<file path="config.mk">
export PLATFORM = sky130hd
export DESIGN_NAME = regfile_mp_bypass_flat
export DESIGN_NICKNAME = d
export VERILOG_FILES = /design/src/rtl/regfile_mp_bypass_if.sv /design/src/rtl/regfile_mp_bypass.sv /design/src/flat_wrapper.sv
export SDC_FILE = /design/constraint.sdc
export NUM_CORES = 2
export LEC_CHECK = 0
export BUFFER_PORTS_ARGS = -buffer_cell sky130_fd_sc_hd__buf_4
export CORE_MARGIN = 5
export CORE_UTILIZATION = 44
export CTS_BUF_LIST = sky130_fd_sc_hd__clkbuf_4
export DETAILED_ROUTE_END_ITERATION = 6
export PLACE_DENSITY_LB_ADDON = 0.25
export REMOVE_ABC_BUFFERS = 1
export SYNTH_ARGS = -nofsm -noshare
export SYNTH_HDL_FRONTEND = slang
export SYNTH_SLANG_ARGS = --single-unit
</file>
<file path="constraint.sdc">
create_clock -name clk -period 6.8 [get_ports clk]
set_input_delay 1.36 -clock clk [delete_from_list [all_inputs] [get_ports clk]]
set_output_delay 1.36 -clock clk [all_outputs]
set_load 0.005 [all_outputs]
</file>
<file path="src/rtl/regfile_mp_bypass_if.sv">
// Decode/writeback bundle for regfile_mp_bypass: two retire write lanes, NRD read ports, scoreboard claim.
// Combinational read side; no handshake or backpressure, every field is sampled or produced each cycle.
interface regfile_mp_bypass_if #(
    parameter int DATA_W = 32,
    parameter int ADDR_W = 5,
    parameter int NRD    = 3
);
    logic                     we0;
    logic [ADDR_W-1:0]        wa0;
    logic [DATA_W-1:0]        wd0;
    logic                     we1;
    logic [ADDR_W-1:0]        wa1;
    logic [DATA_W-1:0]        wd1;
    logic [NRD*ADDR_W-1:0]    ra;
    logic [NRD*DATA_W-1:0]    rd;
    logic [NRD-1:0]           rd_busy;
    logic                     sb_set;
    logic [ADDR_W-1:0]        sb_addr;
    logic [(2**ADDR_W)-1:0]   busy_vec;

    modport master (
        output we0, wa0, wd0, we1, wa1, wd1, ra, sb_set, sb_addr,
        input  rd, rd_busy, busy_vec
    );

    modport slave (
        input  we0, wa0, wd0, we1, wa1, wd1, ra, sb_set, sb_addr,
        output rd, rd_busy, busy_vec
    );
endinterface

</file>
<file path="src/rtl/regfile_mp_bypass.sv">
// Multi-port register file with two prioritised write lanes, same-cycle write bypass and a busy scoreboard.
// Reads are combinational (zero latency), writes/scoreboard update at the edge; no backpressure.
module regfile_mp_bypass #(
    parameter int DATA_W  = 32,
    parameter int ADDR_W  = 5,
    parameter int NRD     = 3,
    parameter int ZERO_R0 = 1
) (
    input  logic                 clk,
    input  logic                 reset,
    regfile_mp_bypass_if.slave   bus
);
    localparam int   DEPTH = 2**ADDR_W;
    localparam logic ZR    = (ZERO_R0 != 0);

    logic [DATA_W-1:0]     mem [DEPTH];
    logic [DEPTH-1:0]      busy;
    logic [DEPTH-1:0]      busy_nxt;
    logic [NRD*DATA_W-1:0] rd_all;
    logic [NRD-1:0]        rd_busy_all;
    logic [ADDR_W-1:0]     a;
    logic [DATA_W-1:0]     d;
    logic                  hit0;
    logic                  hit1;
    logic                  clr;
    logic                  set;

    // A newly issued producer (set) outranks a retiring one (clr) on the same register.
    always_comb begin
        busy_nxt = '0;
        clr      = 1'b0;
        set      = 1'b0;
        for (int n = 0; n < DEPTH; n++) begin
            clr = (bus.we0 && bus.wa0 == ADDR_W'(n)) || (bus.we1 && bus.wa1 == ADDR_W'(n));
            set = bus.sb_set && bus.sb_addr == ADDR_W'(n);
            busy_nxt[n] = set || (busy[n] && !clr);
        end
        if (ZR) begin
            busy_nxt[0] = 1'b0;
        end
    end

    always_ff @(posedge clk) begin
        if (reset) begin
            for (int n = 0; n < DEPTH; n++) begin
                mem[n] <= '0;
            end
            busy <= '0;
        end else begin
            if (bus.we0 && !(ZR && bus.wa0 == '0)) begin
                mem[bus.wa0] <= bus.wd0;
            end
            // Lane 1 is written last so it wins an address collision.
            if (bus.we1 && !(ZR && bus.wa1 == '0)) begin
                mem[bus.wa1] <= bus.wd1;
            end
            busy <= busy_nxt;
        end
    end

    always_comb begin
        rd_all      = '0;
        rd_busy_all = '0;
        a           = '0;
        d           = '0;
        hit0        = 1'b0;
        hit1        = 1'b0;
        for (int i = 0; i < NRD; i++) begin
            a    = bus.ra[i*ADDR_W +: ADDR_W];
            hit1 = bus.we1 && bus.wa1 == a;
            hit0 = bus.we0 && bus.wa0 == a;
            if (ZR && a == '0) begin
                d = '0;
            end else if (hit1) begin
                d = bus.wd1;
            end else if (hit0) begin
                d = bus.wd0;
            end else begin
                d = mem[a];
            end
            rd_all[i*DATA_W +: DATA_W] = d;
            // A same-cycle write delivers the value through the bypass, so the reader need not stall.
            rd_busy_all[i] = busy[a] && !(hit0 || hit1);
        end
    end

    assign bus.rd       = rd_all;
    assign bus.rd_busy  = rd_busy_all;
    assign bus.busy_vec = busy;
endmodule

</file>
<file path="src/flat_wrapper.sv">
// flat-port wrapper written by rule: the top's interface ports become plain ports
module regfile_mp_bypass_flat 
#(
    parameter int DATA_W  = 32,
    parameter int ADDR_W  = 5,
    parameter int NRD     = 3,
    parameter int ZERO_R0 = 1
)
  (clk, reset, bus_we0, bus_wa0, bus_wd0, bus_we1, bus_wa1, bus_wd1, bus_ra, bus_sb_set, bus_sb_addr, bus_rd, bus_rd_busy, bus_busy_vec);
  regfile_mp_bypass_if #(.DATA_W(DATA_W), .ADDR_W(ADDR_W), .NRD(NRD)) bus_i ();
  input  logic clk;
  input  logic reset;
  input wire logic [$bits(bus_i.we0)-1:0] bus_we0;
  input wire logic [$bits(bus_i.wa0)-1:0] bus_wa0;
  input wire logic [$bits(bus_i.wd0)-1:0] bus_wd0;
  input wire logic [$bits(bus_i.we1)-1:0] bus_we1;
  input wire logic [$bits(bus_i.wa1)-1:0] bus_wa1;
  input wire logic [$bits(bus_i.wd1)-1:0] bus_wd1;
  input wire logic [$bits(bus_i.ra)-1:0] bus_ra;
  input wire logic [$bits(bus_i.sb_set)-1:0] bus_sb_set;
  input wire logic [$bits(bus_i.sb_addr)-1:0] bus_sb_addr;
  output wire logic [$bits(bus_i.rd)-1:0] bus_rd;
  output wire logic [$bits(bus_i.rd_busy)-1:0] bus_rd_busy;
  output wire logic [$bits(bus_i.busy_vec)-1:0] bus_busy_vec;
  assign bus_i.we0 = bus_we0;
  assign bus_i.wa0 = bus_wa0;
  assign bus_i.wd0 = bus_wd0;
  assign bus_i.we1 = bus_we1;
  assign bus_i.wa1 = bus_wa1;
  assign bus_i.wd1 = bus_wd1;
  assign bus_i.ra = bus_ra;
  assign bus_i.sb_set = bus_sb_set;
  assign bus_i.sb_addr = bus_sb_addr;
  assign bus_rd = bus_i.rd;
  assign bus_rd_busy = bus_i.rd_busy;
  assign bus_busy_vec = bus_i.busy_vec;
  regfile_mp_bypass #(.DATA_W(DATA_W), .ADDR_W(ADDR_W), .NRD(NRD), .ZERO_R0(ZERO_R0)) u_core (.clk(clk), .reset(reset), .bus(bus_i));
endmodule
</file>
==> metrics.md <==
| Metric | Value |
|---|---|
| Status | finished with violations |
| Violated checks | DRC, capacitance limit, slew limit |
| Total number of vias | 60500 |
| Die W | ~410 um |
| Critical path endpoint category | output port |
| Synth top cells by count | a22o_1, edfxtp_1, mux4_2, clkbuf_1, mux2i_1 |
| Initial DRC Count | 12200 |
| WL/cell | 46.7 um |
| Root Buffer | clkbuf_4 |
| Layout Utilization | 49.0% |
| Setup Fix Bufs, Post-CTS | 0 |
| Worst r2r dst | u_core.bus.busy_vec[21] |
| Worst hold slack | ~0.33 ns |
| CORE AREA | around 160000 sq um |
| Slew @ Worst Pin | between 1.5 and 2 ns |
| Share of cells above drive strength 1 | 36.2% |
| Via-per-instance ratio | 8.16 |
| Sequential Area | 31400 sq um |
| Synth area leader | edfxtp_1 |
| Worst skew pair latency | between 1 and 1.5 ns |
| Avg Cell Area, Syn | ~14 sq um |
| Critical Path AT | 4.92 ns |
| Clock-pin slew on the worst setup and hold paths | 0.06 ns |
| TritonCTS clock tree | built |
| Synth warn | 0 |
| Starting Density | approximately 44% |
| Stages on the worst setup path | 8 |
| Post-route design area | between 70000 and 80000 sq um |
| Flops & latches, synth | ~1100 |
| Antenna Nets Post-Route | 0 |
| Cts hold-fix bufs | 0 |
| # H-tree levels | 5 |
| Post-synth EDFFs | a little over 1000 |
| Placed cell count | a little under 7000 |
| Mapped Cells | around 5000 |
| Footprint of the multi-input gates | approximately 37000 sq um |
| Die Ht | around 410 um |
| Max-Cap Viols | 1 |
| GRT Total Usage | 39.6% |
| IO Pins | 230 |
| Residual DRC | 4 |
| CP startpoint | bus_ra[2] |
| Largest net degree at the start of global routing | 110 |
| WS Path Type | in -> out |
| Final std cells w/o fill | about 7400 |
| Synth async-reset ratio | 0% |
| Worst path required time | around 5.4 ns |
| CTS sink cnt | approximately 1100 |
| Final Hold Viols | 0 |
| Placed Area | 75100 sq um |
| Sequential element share of the synthesized area | 44.0% |
| Final wirelength | between 300 and 400 mm |
| Reg2Reg Setup Slack | about 6.0 ns |
| Post-synth top area share | 43.1% |
| Setup crit start kind | input pin |
| Pre-CTS setup slack | between 0.8 and 0.9 ns |
| Placer Congestion | roughly 0.97 |
| Crit-path leading delay family | simple AND/OR/NAND/NOR gates |
| Crit path to | bus_rd[23] |
| Max stage delay on crit path | ~0.9 ns |
| First-pass GRT wire length | between 400 and 500 mm |
| Gr ovfl total | 0 |
| Post-layout min period | approximately 6.3 ns |
| Dominant synthesized flop cell | edfxtp_1 |
| Clock Skews | 0 ns |
| Die area | approximately 170000 sq um |
| Crit-path cells | buf_6 -> xor2_1 -> nor4_1 -> and3_2 -> and2_1 -> a22oi_1 -> o22ai_1 -> buf_4 |
| Reg2reg path depth | 2 |
| Vias in the first global route | approximately 57000 |
| RR Startpoint | u_core.bus.busy_vec[21] |
| RSZ-0062 raised after global routing | no |
| Tightest Hold Check Type | in -> reg |
| Final worst path period share | between 90% and 100% |
| Final net count | roughly 5000 |
| Row count | between 100 and 150 |
| Slowest CP cell | and2_1 |
| Max Root-Sink Buffers | 4 |
| Setup violators final | 0 |
| Achievable clock frequency | about 0.16 GHz |
| Synth Cell Area | 71300 sq um |
| Maximum vdd ir drop | about 0.00017 V |
| Layout fillers | roughly 14000 |
| Drt first pass iters | 7 |
| Input/output buffers | about 230 |
| Slew headroom | -6.37% |
| # resized after CTS | 0 |
| Hold Crit Start | bus_sb_addr[2] |
| CP Max Fanout | 23 |
| Most numerous cell in the Yosys netlist | a22o_1 |
| Final HPWL DP | between 200 and 250 mm |
| CTS Buf Count | between 300 and 400 |
| Distinct cells, synth | 65 |
| Area grow syn2layout | 10.5% |
| Initial antenna violation count | 18 |
| Ranking of synthesized cells by area | edfxtp_1, mux4_2, a22o_1 |
| Power Density | around 220 nW/um^2 |
| Buf/Inv on CP | 2 |
| Pleak | around 27 nW |
| Max-slew violations | 9 |
| Post-route setup slack | 0.524 ns |
[power by group]
group / switching, W / leakage (nW) / total, W / internal [W]
clock network: 0.00301 / 2.20 / 0.00603 / 0.00302
registers: 0.000292 / 10.0 / 0.00782 / 0.00753
logic: 0.00198 / 14.5 / 0.00337 / 0.00139
[metal layers]
layer	routed length [um]	vias up	GRT usage (%)	share of wire [%]
met1	115000	30400	49.6	33
li1	-	21600	-	-
met2	141000	6973	53.9	41
met4	28900	16	26.9	8.3
met5	324	-	1.35	0.094
met3	62100	1614	18.9	18
[kinds of logic after synthesis]
group	share of synthesized area [%]
DFF	44.0
xor gates and xnor gates	0.368
AOI/OAI and AO/OA	18.8
muxes	28.8
other	0.00526
and+or+nand+nor	2.77
buffers and inverters	5.28
[tightest hold or removal path, cell delays in order]
cell     delay [ns]
buf_4          0.15
a32oi_1        0.10
nor2_1         0.08
[flip-flops by register name, indices dropped and copies added, names as in the netlist]
name / count
u_core.bus.busy_vec: 31
u_core.mem: 1024
[final cells by class]
| cell class | instances | share of cell area, % |
|---|---|---|
| multi-input combinational | 3185 | 47.0 |
| inverter | 3 | 0.0143 |
| timing repair buffer | 475 | 5.02 |
| sequential | 1055 | 39.8 |
| tap | 2160 | 3.43 |
| clock buffer | 439 | 4.18 |
| antenna | 29 | 0.0920 |
| clock inverter | 74 | 0.436 |
[cell usage in the layout (no fill, tap or decap), types with 40 or more instances in the layout]
| cell | instances |
|---|---|
| nand2_1 | 76 |
| a21oi_1 | 50 |
| o21ai_0 | 81 |
| buf_4 | 439 |
| clkinv_1 | 56 |
| nor2_1 | 130 |
| edfxtp_1 | 1024 |
| mux2i_1 | 289 |
| mux2_2 | 40 |
| clkbuf_4 | 439 |
| a22o_1 | 1036 |
| mux4_2 | 765 |
| a22oi_1 | 209 |
[through the flow]
stage	power, W	setup TNS (ns)
final	0.0172	0
after global routing	0.0176	0
after CTS	0.0170	0
after detailed placement	0.0112	0
after global placement	0.0111	0
after floorplan	0.00938	-7.05
[how the worst min path moves through the flow]
| stage | to | slack (ns) | depth (start not counted) |
|---|---|---|---|
| floorplan | u_core.bus.busy_vec[3] | 0.50 | 2 |
| global placement | u_core.bus.busy_vec[3] | 0.52 | 2 |
| detailed placement | u_core.bus.busy_vec[2] | 0.53 | 2 |
| CTS | u_core.bus.busy_vec[31] | 0.27 | 3 |
| global route | u_core.bus.busy_vec[31] | 0.29 | 3 |
| finish | u_core.bus.busy_vec[31] | 0.33 | 3 |
No activity file was read; power rests on OpenSTA's default activity.
